<file path="src/rtl/fifo_write_arbiter.sv">
// fifo_write_arbiter: round-robin packet arbiter feeding several requesters into one FIFO write port
module fifo_write_arbiter #(
  parameter int WIDTH = 8,
  parameter int NUM_REQ = 4,
  parameter int MAX_BURST = 16,
  parameter int IDX_WIDTH = (NUM_REQ > 1) ? $clog2(NUM_REQ) : 1
) (
  input  logic                     clk,
  input  logic                     rst,
  input  logic [NUM_REQ-1:0]       req_valid,
  input  logic [NUM_REQ*WIDTH-1:0] req_data,
  input  logic [NUM_REQ-1:0]       req_last,
  output logic [NUM_REQ-1:0]       req_ready,
  input  logic                     fifo_full,
  output logic                     fifo_wr_en,
  output logic [WIDTH-1:0]         fifo_din,
  output logic [NUM_REQ-1:0]       grant,
  output logic                     busy
);
  localparam int CW = $clog2(MAX_BURST + 1);
  typedef enum logic {IDLE, LOCKED} state_t;
  state_t               state_q;
  logic [NUM_REQ-1:0]   grant_q;
  logic [IDX_WIDTH-1:0] gidx_q;
  logic [IDX_WIDTH-1:0] rr_ptr_q;
  logic [CW-1:0]        cnt_q;
  logic [2*NUM_REQ-1:0] dbl;
  logic [NUM_REQ-1:0]   rot;
  logic [IDX_WIDTH-1:0] off;
  logic [IDX_WIDTH:0]   sum;
  logic [IDX_WIDTH-1:0] sel;
  logic [IDX_WIDTH-1:0] nxt;
  logic                 lock;
  logic                 xfer;
  logic                 done;
  // Rotate requests so rr_ptr sits at bit 0, take the lowest set bit, rotate the index back
  always_comb begin
    dbl = {req_valid, req_valid} >> rr_ptr_q;
    rot = dbl[NUM_REQ-1:0];
    off = '0;
    for (int k = NUM_REQ - 1; k >= 0; k--) off = rot[k] ? IDX_WIDTH'(k) : off;
    sum = {1'b0, rr_ptr_q} + {1'b0, off};
    sel = (sum >= (IDX_WIDTH+1)'(NUM_REQ)) ? IDX_WIDTH'(sum - (IDX_WIDTH+1)'(NUM_REQ)) : IDX_WIDTH'(sum);
  end
  assign lock       = (state_q == LOCKED) && !rst;
  assign xfer       = lock && req_valid[gidx_q] && !fifo_full;
  assign done       = req_last[gidx_q] || (({1'b0, cnt_q} + 1'b1) == (CW+1)'(MAX_BURST));
  assign nxt        = (gidx_q == IDX_WIDTH'(NUM_REQ - 1)) ? '0 : gidx_q + 1'b1;
  assign req_ready  = (lock && !fifo_full) ? grant_q : '0;
  assign fifo_wr_en = xfer;
  assign fifo_din   = req_data[gidx_q*WIDTH +: WIDTH];
  assign grant      = grant_q;
  assign busy       = (state_q == LOCKED);
  // Grant on an idle cycle, count accepted beats, release on last beat or burst limit
  always_ff @(posedge clk) begin
    if (rst) begin
      state_q  <= IDLE;
      grant_q  <= '0;
      gidx_q   <= '0;
      rr_ptr_q <= '0;
      cnt_q    <= '0;
    end else if (state_q == IDLE) begin
      if (|req_valid) begin
        state_q <= LOCKED;
        grant_q <= NUM_REQ'(1) << sel;
        gidx_q  <= sel;
        cnt_q   <= '0;
      end
    end else if (xfer) begin
      if (done) begin
        state_q  <= IDLE;
        grant_q  <= '0;
        cnt_q    <= '0;
        rr_ptr_q <= nxt;
      end else begin
        cnt_q <= cnt_q + 1'b1;
      end
    end
  end
endmodule

</file>
<file path="config.mk">
export PLATFORM = sky130hd
export DESIGN_NAME = fifo_write_arbiter
export DESIGN_NICKNAME = d
export VERILOG_FILES = /design/src/rtl/fifo_write_arbiter.sv
export SDC_FILE = /design/constraint.sdc
export NUM_CORES = 1
export LEC_CHECK = 0
export ABC_CLOCK_PERIOD_IN_PS = 1850
export BUFFER_PORTS_ARGS = -buffer_cell sky130_fd_sc_hd__buf_2
export CORE_AREA = 4 4 68 54
export DETAILED_ROUTE_END_ITERATION = 10
export DIE_AREA = 0 0 72 58
export HOLD_SLACK_MARGIN = 0.02
export PLACE_DENSITY = 0.73
export REMOVE_ABC_BUFFERS = 1
export SLEW_MARGIN = 20
export SYNTH_ARGS = -nofsm -noshare
export SYNTH_HDL_FRONTEND = slang
export SYNTH_SLANG_ARGS = --single-unit
export TNS_END_PERCENT = 50
</file>
<file path="constraint.sdc">
create_clock -name clk -period 1.85 [get_ports clk]
set_input_delay 0.2775 -clock clk [delete_from_list [all_inputs] [get_ports clk]]
set_output_delay 0.2775 -clock clk [all_outputs]
set_load 0.1 [all_outputs]
</file>
==> results.ini, run 1 <==
[die]
fp.dieArea_sq_mm = 0.00418
design.core.area_sq_mm = 0.00294
start_util_pct = 40.3
die_x_microns = 72
ios = 61
die_h_microns = 58
rows = 17

[routing]
drc = 0
drtIter0Drc = 38
routed-via-count = 1347
firstDrtPassIters = 4
ant_nets = 0
wl_per_cell_microns = 16.3
vias_per_cell = 5.68
wl_mm = 3.86

[setup_path]
criticalPathCategory = flop to flop
cp_slowest_cell = o32ai_1
crit_buf_inv = 1
worstPathRequired_ns = 2.00
cp_max_fo = 7
crit_arrival_ns = 2.01
cp_cell_sequence = buf_4 > o32ai_1 > a32oi_4 > xnor2_1 > a211oi_1
slowest_delay_ns = 0.51
start_kind = flop
critPathCaptureType = flop
path_delay_family = compound AO/OA/AOI/OAI gates

[outcome]
violations = negative setup slack
status = complete, but fails checks

[synthesis]
ys_ff_latch = 14
synthesis.area_per_instance_sq_um = 9.54
synth_edf_count = 0
synth_flop_cell = dfxtp_1
seq_area_frac_synth_pct = 23.7
yosysUniqueCellTypes = 40
async_flop_share_pct = 0
synth_cells = 124
netlist_area_sq_mm = 0.00118
yosysWarnings = 0

[run]
maxCapViolations = 0

[sta]
drv_slew = 0
tns_ns = -0.0111
rsz0062_at_grt = true
relSlewSlack_pct = 64.8
setup_viol_count_final = 1
period_share_pct = 101
finalCriticalPeriod_ns = 1.86
hold_violations = 0
worst_pin_slew_ns = 0.527
finalWorstSetupSlack_ns = -0.0111
finClkSkew_ns = 0.000812
fmax_ghz = 0.537
whs_ns = 0.464

[finish]
syn2layout_area_growth_pct = 59.2
fin_nets = 247
n_antenna_cell = 0
drive_gt1_share_pct = 56.8

[clock_tree]
cts_inserted_buffers = 3
h-tree-depth = 1
root_buffer = clkbuf_8
cts_tree = built
clkTransAtPathRegs_ns = 0.06
clock_latency_ns = 0.24
cts.sinks = 14
cts.path.max_buffers = 2

[power]
power_density_mw_per_mm2 = 630
finalPower_mw = 1.19
leakage_nw = 0.815
vdd_drop_max_mv = 0.324

[grt]
grt_max_degree = 15
grt_pass1_vias = 1287
antenna_found_initial = 0
grt_usage_pct = 17.0
grt_pass1_wl_mm = 5.69
grt_overflow = 0

[place]
gp_congestion = 0.779
dp_hpwl_mm = 2.86
port_buffers = 60
place_ws_ns = -0.137

[worst_hold_path]
hold_path_class = input pin to flop

cells in the mapped netlist, drive strengths merged (2+ instances only):
library cell | number | area (sq um)
and2 | 4 | 25.0
inv | 3 | 13.8
a311oi | 2 | 23.8
o211ai | 4 | 30.0
nor2 | 13 | 56.3
o21ai | 6 | 30.0
mux4 | 10 | 225
clkbuf | 2 | 7.51
nand3b | 2 | 15.0
nor3b | 3 | 27.5
buf | 6 | 51.3
a31oi | 2 | 18.8
dfxtp | 14 | 280
ha | 3 | 37.5
a21oi | 12 | 60.1
o32ai | 2 | 17.5
mux2i | 6 | 60.1
nor3 | 4 | 20.0
nand2b | 4 | 25.0
xnor2 | 2 | 17.5
nand3 | 4 | 20.0
nand2 | 6 | 22.5
kinds of logic after synthesis:
| kind of cell | share of synthesized area (%) |
|---|---|
| multiplexers | 24.1 |
| adder cells (fa/ha/maj) | 3.17 |
| AND/OR/NAND/NOR | 21.1 |
| AO/OA/AOI/OAI | 20.3 |
| XOR/XNOR | 1.48 |
| flip-flops | 23.7 |
| buffers and inverters | 6.14 |
registers in the layout (all words and copies together) (netlist names):
signal and flops:
grant 4, cnt_q 5, busy 1, gidx_q 2, rr_ptr_q 2
metrics by stage:
step | instances | area (sq um) | util (%)
finish | 237 | 1880 | 64.1
global route | 237 | 1880 | 64.1
CTS | 237 | 1800 | 61.2
detailed placement | 234 | 1700 | 57.8
global placement | 234 | 1700 | 57.8
floorplan | 116 | 1120 | -
placed cells by master (no fill, tap or decap), types with 2 or more instances in the layout:
cell type / instances
a311oi_2: 2
inv_1: 2
o211ai_1: 4
buf_6: 6
dfxtp_1: 10
nor3_1: 2
o21ai_1: 5
mux4_2: 10
buf_12: 5
clkbuf_8: 3
and2_1: 4
buf_2: 47
nor2_1: 12
nand2_1: 5
nor3b_4: 2
ha_1: 2
buf_4: 22
nand2b_1: 4
mux2i_1: 6
o32ai_1: 2
dfxtp_2: 3
nand3b_1: 2
nand3_1: 3
a21oi_1: 12
worst reg2reg max path: stages (launching register included):
cell      delay, ns
dfxtp_4        0.39
buf_4          0.16
o32ai_1        0.51
a32oi_4        0.24
xnor2_1        0.18
a211oi_1       0.28
routing by layer:
metal  global-route usage, %  routed length (microns)  vias up
met5                       0                        0        -
met4                    6.17                      113        0
met3                    5.55                      429        9
met2                    30.5                     1760       75
met1                    18.8                     1560      629
li1                        -                        -      634
report_power, final:
part           total, mW  internal (mW)  leakage [nW]  switching, mW
logic              0.603          0.202         0.678          0.401
clock network      0.253          0.144        0.0216          0.109
registers          0.330          0.315         0.116         0.0152
layout make-up:
| cell class | instances | area [sq um] |
|---|---|---|
| sequential | 14 | 288 |
| fill | 225 | 1050 |
| clock buffer | 3 | 41.3 |
| inverter | 3 | 13.8 |
| multi-input combinational | 99 | 923 |
| timing repair buffer | 80 | 568 |
| tap | 38 | 47.5 |
repair_timing:
action,CTS,global route
pin swaps,0,5
endpoints found under the setup margin,14,18
buffers inserted,0,0
hold buffers,0,0
gates resized for setup,17,19
final timing paths:
kind / start / endpoint / slack, ns / cells past startpoint
setup reg to reg: rr_ptr_q[0] / gidx_q[1] / -0.01 / 5
setup / recovery: rr_ptr_q[0] / gidx_q[1] / -0.01 / 5
hold / removal: rst / grant[0] / 0.46 / 3
hold reg to reg: grant[3] / grant[3] / 0.51 / 2
No activity file was read; power rests on OpenSTA's default activity.
==> run 2: changes to the inputs <==
--- a/config.mk
+++ b/config.mk
@@ -5,14 +5,14 @@
 export SDC_FILE = /design/constraint.sdc
 export NUM_CORES = 1
 export LEC_CHECK = 0
+export ABC_AREA = 1
 export ABC_CLOCK_PERIOD_IN_PS = 1850
 export BUFFER_PORTS_ARGS = -buffer_cell sky130_fd_sc_hd__buf_2
-export CORE_AREA = 4 4 68 54
+export CORE_AREA = 4 4 67 54
 export DETAILED_ROUTE_END_ITERATION = 10
-export DIE_AREA = 0 0 72 58
+export DIE_AREA = 0 0 71 58
 export HOLD_SLACK_MARGIN = 0.02
-export PLACE_DENSITY = 0.73
-export REMOVE_ABC_BUFFERS = 1
+export PLACE_DENSITY = 0.72
 export SLEW_MARGIN = 20
 export SYNTH_ARGS = -nofsm -noshare
 export SYNTH_HDL_FRONTEND = slang
==> results.ini, run 2 <==
[clock_tree]
hold_buffers = 0
cts.sinks = 14
root_buffer = clkbuf_8
cts.path.max_buffers = 2
clock_latency_ns = 0.25
h-tree-depth = 1
cts_tree = built
cts_inserted_buffers = 3
clkTransAtPathRegs_ns = 0.06

[place]
placed_cells = 287
dp_hpwl_mm = 2.77
gp_congestion = 0.835
place_area_sq_mm = 0.00181
port_buffers = 60

[sta]
period_share_pct = 95.0
hold_violations = 0
worst_pin_slew_ns = 0.486
whs_ns = 0.347
drv_slew = 0
finalCriticalPeriod_ns = 1.76
finClkSkew_ns = 0.00635
fmax_ghz = 0.569
relSlewSlack_pct = 67.8
tns_ns = 0
setup_viol_count_final = 0

[synthesis]
synth_cells = 190
yosysWarnings = 0
ys_ff_latch = 14
synth_edf_count = 0
synth_adder_area_share_pct = 3.33
yosysTopAreaCell = dfxtp_1
synthesis.area_per_instance_sq_um = 5.94
synth_fp_nets = 236
synth_xor_area_share_pct = 1.55
synth.top_cells.by_area = dfxtp_1 25%, nand2_1 13%, o21ai_0 8.9%, nand3_1 8.4%, nor2_1 8.3%
muxShareOfSynthArea_pct = 0
synthTopCellsByCount = 38 x nand2_1, 25 x nor2_1, 20 x o21ai_0, 19 x nand3_1, 16 x inv_1
seq_area_frac_synth_pct = 24.8
yosysUniqueCellTypes = 24
synth.most_common_cell = nand2_1
netlist_area_sq_mm = 0.00113
async_flop_share_pct = 0
synth_simple_gate_area_share_pct = 35.3
synth_top_family_by_area = simple AND/OR/NAND/NOR gates
synth_flop_cell = dfxtp_1
yosysTopAreaCellShare_pct = 24.8
synth_compound_area_share_pct = 23.7

[finish]
syn2layout_area_growth_pct = 71.8
final_cells = 292
final_cell_mix = 47 x buf_2, 34 x nand2_1, 21 x nor2_1, 20 x o21ai_0, 16 x inv_1
final_common_cell = buf_2
drive_gt1_share_pct = 47.2
fin_nets = 301
regMostFlops = cnt_q
n_antenna_cell = 0
largest_register_ffs = 5
design_area_sq_mm = 0.00194

[power]
vdd_drop_max_mv = 0.575
power_density_mw_per_mm2 = 757
leakage_nw = 0.880

[routing]
firstDrtPassIters = 6
ant_nets = 0
drtIter0Drc = 40
wl_mm = 3.43
routed-via-count = 1428
vias_per_cell = 4.89
drc = 0
wl_per_cell_microns = 11.8

[die]
ios = 61
start_util_pct = 39.0
rows = 17
die_h_microns = 58
fp.dieArea_sq_mm = 0.00412
design.core.area_sq_mm = 0.00289
die_x_microns = 71

[worst_hold_path]
hold_path_class = input pin to flop

[run]
maxCapViolations = 0

[setup_path]
start_kind = flop
cp-startpoint = gidx_q[0]
crit_arrival_ns = 1.48
critical_path.endpoint = fifo_wr_en
critPathCaptureType = primary output
r2r_slack_ns = 0.13
reg2reg_from = rr_ptr_q[0]
worstReg2RegEnd = grant[0]
worstPathRequired_ns = 1.57
cp_max_fo = 10
criticalPathCategory = flop to primary output
reg2reg_depth = 14

[outcome]
status = finished, final reports clean

[grt]
grt_pass1_wl_mm = 5.70
grt_usage_pct = 16.4
grt_overflow = 0
grt_pass1_vias = 1398
antenna_found_initial = 0
grt_max_degree = 22

-- run 2: worst min path at each step --
stage / slack (ns) / start / end / depth (start not counted)
detailed placement: 0.48 / grant[3] / grant[3] / 2
CTS: 0.34 / rst / grant[1] / 2
global placement: 0.47 / grant[3] / grant[3] / 2
global route: 0.37 / rst / grant[1] / 2
finish: 0.35 / rst / grant[1] / 2
floorplan: 0.47 / rst / cnt_q[2] / 3
-- run 2: area by class of cell --
class | instances | area [sq um]
fill | 255 | 953
multi-input combinational | 146 | 900
timing repair buffer | 67 | 548
sequential | 14 | 295
inverter | 23 | 93.8
clock buffer | 4 | 55.1
tap | 38 | 47.5
-- run 2: cell families (layout without fill, tap and decap cells) --
logic type,after synthesis,in the layout
xor+xnor,2,2
flops,14,14
compound gates,49,49
simple gates,92,92
buf+inv,30,94
fa+ha+maj,3,3
-- run 2: routing by layer --
metal / share of wire (%) / vias up / global-route usage, %
met5: 0 / - / 0
met3: 4.6 / 0 / 3.81
met1: 46 / 632 / 20.9
li1: - / 763 / -
met4: 0 / 0 / 1.88
met2: 49 / 33 / 29.3
-- run 2: critical path: stages, from the launching register on --
cell and delay (ns):
dfxtp_2 0.34, buf_4 0.17, a21oi_1 0.14, o21ai_0 0.09, nand2_1 0.08, nand2_1 0.10, inv_2 0.13, buf_12 0.18
-- run 2: timing repair --
item,CTS,global route
resized for setup,3,20
pin swaps,0,6
setup buffers,0,1
endpoints found under the setup margin,5,6
-- run 2: power breakdown --
group          leakage, nW  total (mW)  switching [mW]  internal (mW)
logic                0.733       0.823           0.544          0.279
registers            0.118       0.341          0.0207          0.320
clock network       0.0288       0.304           0.115          0.189
total                0.880        1.47           0.680          0.788
-- run 2: metrics by stage --
step	total power, mW	util, %	setup slack [ns]
floorplan	0.905	-	-0.144
global placement	1.15	62.5	-0.00885
detailed placement	1.16	62.5	-0.0840
CTS	1.46	64.7	0.00302
global route	1.53	67.0	-0.00227
finish	1.47	67.0	0.0927
==> run 3: changes to the inputs <==
--- a/config.mk
+++ b/config.mk
@@ -12,7 +12,7 @@
 export DETAILED_ROUTE_END_ITERATION = 10
 export DIE_AREA = 0 0 71 58
 export HOLD_SLACK_MARGIN = 0.02
-export PLACE_DENSITY = 0.72
+export PLACE_DENSITY = 0.83
 export SLEW_MARGIN = 20
 export SYNTH_ARGS = -nofsm -noshare
 export SYNTH_HDL_FRONTEND = slang
==> results.ini, run 3 (synthesis gave the netlist of run 2 again) <==
[outcome]
status = finished, final reports clean

[grt]
grt_max_degree = 22
grt_usage_pct = 17.0
grt_overflow = 0
grt_pass1_vias = 1358
antenna_found_initial = 0
grt_pass1_wl_mm = 5.77

[power]
power_density_mw_per_mm2 = 749
finalPower_mw = 1.47
vdd_drop_max_mv = 0.488
leakage_nw = 0.885

[clock_tree]
h-tree-depth = 1
cts.sinks = 14
clock_latency_ns = 0.25
root_buffer = clkbuf_8
cts_tree = built
clkTransAtPathRegs_ns = 0.06
cts.path.max_buffers = 2
cts_inserted_buffers = 3

[die]
rows = 17
ios = 61
die_h_microns = 58
design.core.area_sq_mm = 0.00289
fp.dieArea_sq_mm = 0.00412
die_x_microns = 71
start_util_pct = 39.0

[setup_path]
cp_max_fo = 4
crit_buf_inv = 3
cp_cell_sequence = inv_1 > nor3_1 > inv_1 > nor2_4 > buf_12
slowest_delay_ns = 0.36
worstPathRequired_ns = 1.57
cp_slowest_cell = dfxtp_4
crit_arrival_ns = 1.50
crit_top_cell = inv_1
critPathCaptureType = primary output
path_delay_family = buffers and inverters
cp-startpoint = busy
start_kind = flop
reg2reg_from = rr_ptr_q[0]
criticalPathCategory = flop to primary output

[place]
dp_hpwl_mm = 2.84
place_area_sq_mm = 0.00180
port_buffers = 60
placed_cells = 286
gp_congestion = 0.908

[sta]
period_share_pct = 96.1
tns_ns = 0
finClkSkew_ns = 0.00147
drv_slew = 0
hold_violations = 0
fmax_ghz = 0.563
setup_viol_count_final = 0
whs_ns = 0.385
relSlewSlack_pct = 67.4
finalCriticalPeriod_ns = 1.78
worst_pin_slew_ns = 0.492

[routing]
wl_met1_mm = 1.53
ant_nets = 0
wl_mm = 3.62
vias_per_cell = 5.02
wl_per_cell_microns = 12.4
top_layer = met4
drtIter0Drc = 54
firstDrtPassIters = 4
met3_length_microns = 123
routed-via-count = 1465
drc = 0
wl_met2_mm = 1.95

[finish]
drive_gt1_share_pct = 48.0
fin_nets = 301
final_common_cell = buf_2
fillCellCount = 267
final_cells = 292
regMostFlops = cnt_q
design_area_sq_mm = 0.00196
syn2layout_area_growth_pct = 73.8
n_antenna_cell = 0
largest_register_ffs = 5
final_cell_mix = 47 x buf_2, 35 x nand2_1, 21 x nor2_1, 20 x o21ai_0, 16 x inv_1

[worst_hold_path]
worstHoldStart = rst
hold_path_class = input pin to flop

[run]
maxCapViolations = 0

## run 3: cell count changes in the layout (fill, tap and decap cells not counted)
| cell | previous run | this run |
|---|---|---|
| a21oi_1 | 14 | 12 |
| a21oi_2 | 2 | 4 |
| inv_6 | 0 | 1 |
| nand2_1 | 34 | 35 |
| nand3_2 | 6 | 7 |
| inv_4 | 3 | 2 |
| nand2_2 | 9 | 6 |
| nand3_1 | 13 | 12 |
| nand2_4 | 1 | 3 |
## run 3: per-layer routing
layer	global-route usage (%)	vias up
met5	0	-
met4	2.41	0
met3	4.33	2
met2	31.0	22
met1	20.7	679
li1	-	762
## run 3: worst register-to-register path: cells and delay by family, from the launching register on
family	cells	cell delay, ns
XOR/XNOR	1	0.15
AND/OR/NAND/NOR	6	0.46
AO/OA/AOI/OAI	2	0.27
flip-flops	1	0.39
buffers and inverters	2	0.25
adder cells (fa/ha/maj)	1	0.20
## run 3: final cells by class
cell class	count	area (sq um)	area share (%)
clock buffer	4	55.1	2.81
inverter	23	96.3	4.91
timing repair buffer	67	548	27.9
tap	38	47.5	2.42
sequential	14	295	15.1
multi-input combinational	146	920	46.9
## run 3: power breakdown
group / internal [mW] / switching, mW / total [mW]
clock network: 0.189 / 0.111 / 0.300
logic: 0.279 / 0.548 / 0.826
registers: 0.320 / 0.0233 / 0.344
## run 3: metrics by stage
| stage | setup WS, ns | utilization [%] |
|---|---|---|
| floorplan | -0.144 | - |
| global placement | 0.0138 | 62.2 |
| detailed placement | -0.118 | 62.2 |
| CTS | 0.0200 | 64.5 |
| global route | -0.0273 | 67.8 |
| finish | 0.0724 | 67.8 |
## run 3: final timing paths
| kind | end | slack (ns) | cells past startpoint |
|---|---|---|---|
| worst min register to register | grant[2] | 0.50 | 2 |
| worst min-delay path | grant[1] | 0.39 | 3 |
| worst max register to register | grant[2] | 0.07 | 12 |
| worst max-delay path | req_ready[1] | 0.07 | 5 |
## run 3: repair_timing
| item | CTS | global route |
|---|---|---|
| cloned | 0 | 0 |
| pin swaps | 0 | 9 |
| hold buffers | 0 | 0 |
| setup endpoints to repair | 6 | 14 |
| setup buffers | 1 | 1 |
| resized for setup | 3 | 24 |
